<file path="src/rtl/prog_run_ctrl.sv">
// Run controller: latches a program start PC, holds the core in load, then runs it
// until halt or watchdog expiry, counting RUN cycles and reporting completion.
module prog_run_ctrl #(
    parameter int unsigned PC_W        = 10,
    parameter int unsigned CTR_W       = 16,
    parameter int unsigned NUM_PROGS   = 3,
    parameter int unsigned PROG_STRIDE = 256,
    parameter int unsigned TIMEOUT     = 0,
    localparam int unsigned SEL_W      = (NUM_PROGS > 1) ? $clog2(NUM_PROGS) : 1
) (
    input  logic             Clk,
    input  logic             Reset,
    input  logic             Start,
    input  logic [SEL_W-1:0] ProgSel,
    input  logic             Halt,
    output logic             PcLoad,
    output logic [PC_W-1:0]  StartAddr,
    output logic             RunEn,
    output logic             Ack,
    output logic             TimedOut,
    output logic [CTR_W-1:0] CycleCt,
    output logic [SEL_W-1:0] ProgId
);

    typedef enum logic [1:0] {IDLE, LOAD, RUN, DONE} state_t;

    state_t             r_state, w_state_nx;
    logic               r_pcload, w_pcload_nx;
    logic               r_runen, w_runen_nx;
    logic               r_ack, w_ack_nx;
    logic               r_to, w_to_nx;
    logic [CTR_W-1:0]   r_ct, w_ct_nx, w_ct_inc;
    logic [SEL_W-1:0]   r_id, w_id_nx, w_sel;
    logic [PC_W-1:0]    r_addr, w_addr_nx;

    assign w_ct_inc = (r_ct == '1) ? r_ct : r_ct + 1'b1;
    assign w_sel    = (32'(ProgSel) < NUM_PROGS) ? ProgSel : '0;

    always_comb begin
        w_state_nx  = r_state;
        w_pcload_nx = 1'b0;
        w_runen_nx  = 1'b0;
        w_ack_nx    = r_ack;
        w_to_nx     = r_to;
        w_ct_nx     = r_ct;
        w_id_nx     = r_id;
        w_addr_nx   = r_addr;

        case (r_state)
            IDLE: if (Start) w_state_nx = LOAD;
            LOAD: if (!Start) w_state_nx = RUN;
            RUN: begin
                w_ct_nx = w_ct_inc;
                // Halt is checked first so it wins over a simultaneous watchdog expiry.
                if (Halt) begin
                    w_state_nx = DONE;
                    w_to_nx    = 1'b0;
                end else if (TIMEOUT != 0 && 32'(w_ct_inc) == TIMEOUT) begin
                    w_state_nx = DONE;
                    w_to_nx    = 1'b1;
                end
            end
            DONE: if (Start) w_state_nx = LOAD;
            default: w_state_nx = IDLE;
        endcase

        // Outputs are registered, so they are derived from the state being entered.
        if (r_state == LOAD || w_state_nx == LOAD) begin
            w_id_nx   = w_sel;
            w_addr_nx = PC_W'(32'(w_sel) * PROG_STRIDE);
        end
        case (w_state_nx)
            LOAD: begin
                w_pcload_nx = 1'b1;
                w_ack_nx    = 1'b0;
                w_to_nx     = 1'b0;
                w_ct_nx     = '0;
            end
            RUN: begin
                w_runen_nx = 1'b1;
                w_ack_nx   = 1'b0;
            end
            DONE:    w_ack_nx = 1'b1;
            default: ;
        endcase
    end

    always_ff @(posedge Clk) begin
        if (Reset) begin
            r_state  <= IDLE;
            r_pcload <= 1'b0;
            r_runen  <= 1'b0;
            r_ack    <= 1'b0;
            r_to     <= 1'b0;
            r_ct     <= '0;
            r_id     <= '0;
            r_addr   <= '0;
        end else begin
            r_state  <= w_state_nx;
            r_pcload <= w_pcload_nx;
            r_runen  <= w_runen_nx;
            r_ack    <= w_ack_nx;
            r_to     <= w_to_nx;
            r_ct     <= w_ct_nx;
            r_id     <= w_id_nx;
            r_addr   <= w_addr_nx;
        end
    end

    assign PcLoad    = r_pcload;
    assign StartAddr = r_addr;
    assign RunEn     = r_runen;
    assign Ack       = r_ack;
    assign TimedOut  = r_to;
    assign CycleCt   = r_ct;
    assign ProgId    = r_id;

endmodule
</file>
<file path="config.mk">
export PLATFORM = sky130hd
export DESIGN_NAME = prog_run_ctrl
export DESIGN_NICKNAME = d
export VERILOG_FILES = /design/src/rtl/prog_run_ctrl.sv
export SDC_FILE = /design/constraint.sdc
export NUM_CORES = 1
export LEC_CHECK = 0
export BUFFER_PORTS_ARGS = -buffer_cell sky130_fd_sc_hd__buf_4
export CORE_MARGIN = 5
export CORE_UTILIZATION = 50
export DETAILED_ROUTE_END_ITERATION = 10
export GPL_ROUTABILITY_DRIVEN = 0
export GPL_TIMING_DRIVEN = 0
export PLACE_DENSITY_LB_ADDON = 0.15
export RECOVER_POWER = 50
export SYNTH_ARGS = -nofsm -noshare
export SYNTH_HDL_FRONTEND = slang
export SYNTH_SLANG_ARGS = --single-unit
</file>
<file path="constraint.sdc">
create_clock -name Clk -period 2.6 [get_ports Clk]
set_clock_uncertainty 0.1 [all_clocks]
set_input_delay 0 -clock Clk [delete_from_list [all_inputs] [get_ports Clk]]
set_output_delay 0 -clock Clk [all_outputs]
set_load 0.01 [all_outputs]
</file>
==> qor.yml <==
run_status:
  status: "finished clean"
timing:
  max_freq_mhz: 430.5
  worst_slack_ns: 0.2774
  final_max_slew_viol_count: 0
  min_period_ns: 2.323
  rsz0062_at_grt: "no"
  fin_crit_sh_pct: 89.33
  finalHoldViolations: 0
  fin_tns_setup_ns: 0
  tightestPinTransition_ns: 0.6155
  relSlewSlack_pct: 58.59
  setup_violations: 0
critical_path:
  critPathMaxFanout: 10
  setup.worst_path.end_class: "flop"
  worstPathArrival_ns: 2.46
  setup.worst_path.start_class: "flop"
  crit_required_ns: 2.74
  reg2reg_from: "r_state[0]$_SDFF_PP0_"
  worstSetupStartpoint: "r_state[0]$_SDFF_PP0_"
  criticalPathCategory: "flop to flop"
cells_and_area:
  final_nets: 203
  post-route-util_pct: 62.09
  area_growth_pct: 21.31
  n_antenna_cell: 0
  stdcell_count: 223
  layout-drive-gt1-share_pct: 17.10
clock_tree:
  cts-htree-levels: 1
  cts_root_buf: "clkbuf_4"
  cts_tree: "built"
  clockBufferDepth: 2
  cts_sinks: 23
  cts.clk_slew.worst_paths_ns: 0.13
  cts_setup_buffers: 0
  cts_buffers: 3
  ctsResizeCount: 0
  clock_latency_ns: 0.30
global_routing:
  track_usage_pct: 16.28
  grt_max_degree: 14
  grt_pass1_vias: 1020
  grt_overflow: 0
  antenna_found_initial: 0
  grt_pass1_wl_um: 4547
routing:
  drt-total-wl_um: 2702
  routedWlPerCell_um: 12.12
  via_per_inst: 5.327
  drc: 0
  num_vias: 1188
  detail-route-antenna-nets: 0
  drt_iter0_drc: 45
  drtPass1Iterations: 4
pwr:
  p_leak_nw: 0.5554
  clockPowerShare_pct: 16.6
  vdd_drop_max_uv: 477.1
  p_int_mw: 0.6320
  sequentialPowerShare_pct: 43.3
  finalPower_mw: 0.9942
  power_switching_mw: 0.3622
  p_per_area_nw_per_um2: 658.3
  switching_share_pct: 36.43
  pwr-share-comb_pct: 40.2
die:
  die-height_um: 59.90
  rows: 18
  die_width_um: 59.90
  core_area_um2: 2432
  die_area_um2: 3588
  pin_count: 38
  start_util_pct: 51.18
logic_synthesis:
  synthDistinctLibCells: 37
  netlist.area_leader.share_pct: 36.98
  yosys_warnings: 0
  synth_area_leaders: "dfxtp_1, buf_4, a21oi_1, o21ai_0, ha_1"
  synth_top_cell_by_area: "dfxtp_1"
  synth-seq-area-share_pct: 36.98
  avgSynthCellArea_um2: 8.355
  yosys_register_bits: 23
  netlist_instances: 149
  netlist_area_um2: 1245
placed_design:
  portBuffers: 27
  hpwlAfterDp_um: 1980
  pre_cts_slack_ns: 0.3125
  dp_cells: 214
job:
  max_cap_viol_count: 0
hold_path:
  hold_path.class: "primary input to flop"
  min-delay-start: "Halt"
==> routing by layer <==
layer	share of wire (%)	wire (µm)	global-route usage [%]	vias up
met4	0.85	23	6.329	0
met5	0	0	0	-
met3	6.0	163	2.592	4
li1	-	-	-	611
met2	50	1361	28.09	28
met1	43	1154	20.03	545
==> path summary, 6_finish.rpt <==
path              cells past startpoint  slack (ns)                       end
setup / recovery                      8        0.28  CycleCt[15]$_SDFFE_PP0P_
hold reg to reg                       2        0.39    ProgId[1]$_SDFFE_PP0P_
hold / removal                        4        0.14    ProgId[1]$_SDFFE_PP0P_
setup reg to reg                      8        0.28  CycleCt[15]$_SDFFE_PP0P_
==> stage by stage <==
| step | hold WS, ns | area (µm²) |
|---|---|---|
| floorplan | 0.09463 | 1275 |
| global placement | 0.1978 | 1515 |
| detailed placement | 0.2114 | 1515 |
| CTS | 0.1350 | 1593 |
| global route | 0.1444 | 1510 |
| finish | 0.1392 | 1510 |
==> power groups by stage <==
| stage | clock [mW] | combinational [mW] | sequential [mW] |
|---|---|---|---|
| finish | 0.165 | 0.399 | 0.430 |
| global route | 0.191 | 0.450 | 0.438 |
| CTS | 0.172 | 0.429 | 0.431 |
| detailed placement | 0 | 0.421 | 0.439 |
| global placement | 0 | 0.406 | 0.438 |
| floorplan | 0 | 0.288 | 0.449 |
==> sequential cells by signal (all words and copies together), names as in the netlist <==
name,flops
Ack,1
CycleCt,16
PcLoad,1
ProgId,2
RunEn,1
r_state,2
==> cell type report <==
cell class / instances / area [µm²]
multi-input combinational: 108 / 653.1
timing repair buffer: 32 / 170.2
tap: 30 / 37.54
sequential: 23 / 460.4
clock buffer: 3 / 22.52
buffer: 16 / 123.9
inverter: 10 / 37.54
fill: 246 / 922.1
clock inverter: 1 / 5.005
==> critical path, stage by stage (launching register included) <==
cell	delay (ns)
dfxtp_1	0.38
inv_1	0.08
ha_1	0.15
clkbuf_8	0.16
nand4_2	0.18
or3_1	0.35
clkbuf_2	0.17
or4_1	0.53
a21oi_1	0.17
==> synthesized netlist by cell type (all sizes together) <==
| cell type | n |
|---|---|
| nand4 | 6 |
| a21o | 1 |
| a41o | 1 |
| nor3b | 2 |
| and3 | 2 |
| clkbuf | 4 |
| a21bo | 1 |
| conb | 1 |
| o32ai | 1 |
| o31ai | 5 |
| ha | 3 |
| a21oi | 13 |
| nor2b | 1 |
| or4 | 4 |
| o21ai | 11 |
| nor3 | 6 |
| and2 | 1 |
| inv | 10 |
| or3 | 6 |
| or2 | 1 |
| nand3 | 4 |
| o41ai | 2 |
| mux2 | 1 |
| o21a | 1 |
| a32oi | 1 |
| dfxtp | 23 |
| nand2 | 9 |
| nand3b | 1 |
| nor2 | 9 |
| buf | 12 |
| mux2i | 3 |
| nor4 | 3 |
==> timing repair <==
| item | 4_1_cts | 5_1_grt |
|---|---|---|
| hold buffers | 5 | 0 |
| hold endpoints to repair | 6 | 0 |
| endpoints found under the setup margin | 0 | 0 |
==> cells in the final DEF, fill, tap and decap left out, types with 2 or more instances in the layout <==
cell type      count
a21oi_1           13
and3_1             2
buf_4             15
clkbuf_1          23
clkbuf_4           4
clkbuf_8           2
conb_1             9
dfxtp_1           23
dlygate4sd3_1      5
ha_1               3
inv_1             10
mux2i_1            3
nand2_1            9
nand3_1            4
nand4_1            4
nand4_2            2
nor2_1             9
nor3_1             6
nor3b_1            2
nor4_1             3
o21ai_0           11
o31ai_1            5
o41ai_1            2
or3_1              3
or3_2              3
or4_1              4
==> cells by family (layout without fill, tap and decap cells) <==
logic type,Yosys count,after routing,synth area share [%]
flops,23,23,36.98
other cells,1,9,0.3012
compound gates,37,37,18.39
mux,4,4,3.317
simple gates,55,55,25.03
buf+inv,26,62,12.96
fa+ha+maj,3,3,3.015
Note: power is estimated with default switching activity, not from simulation.
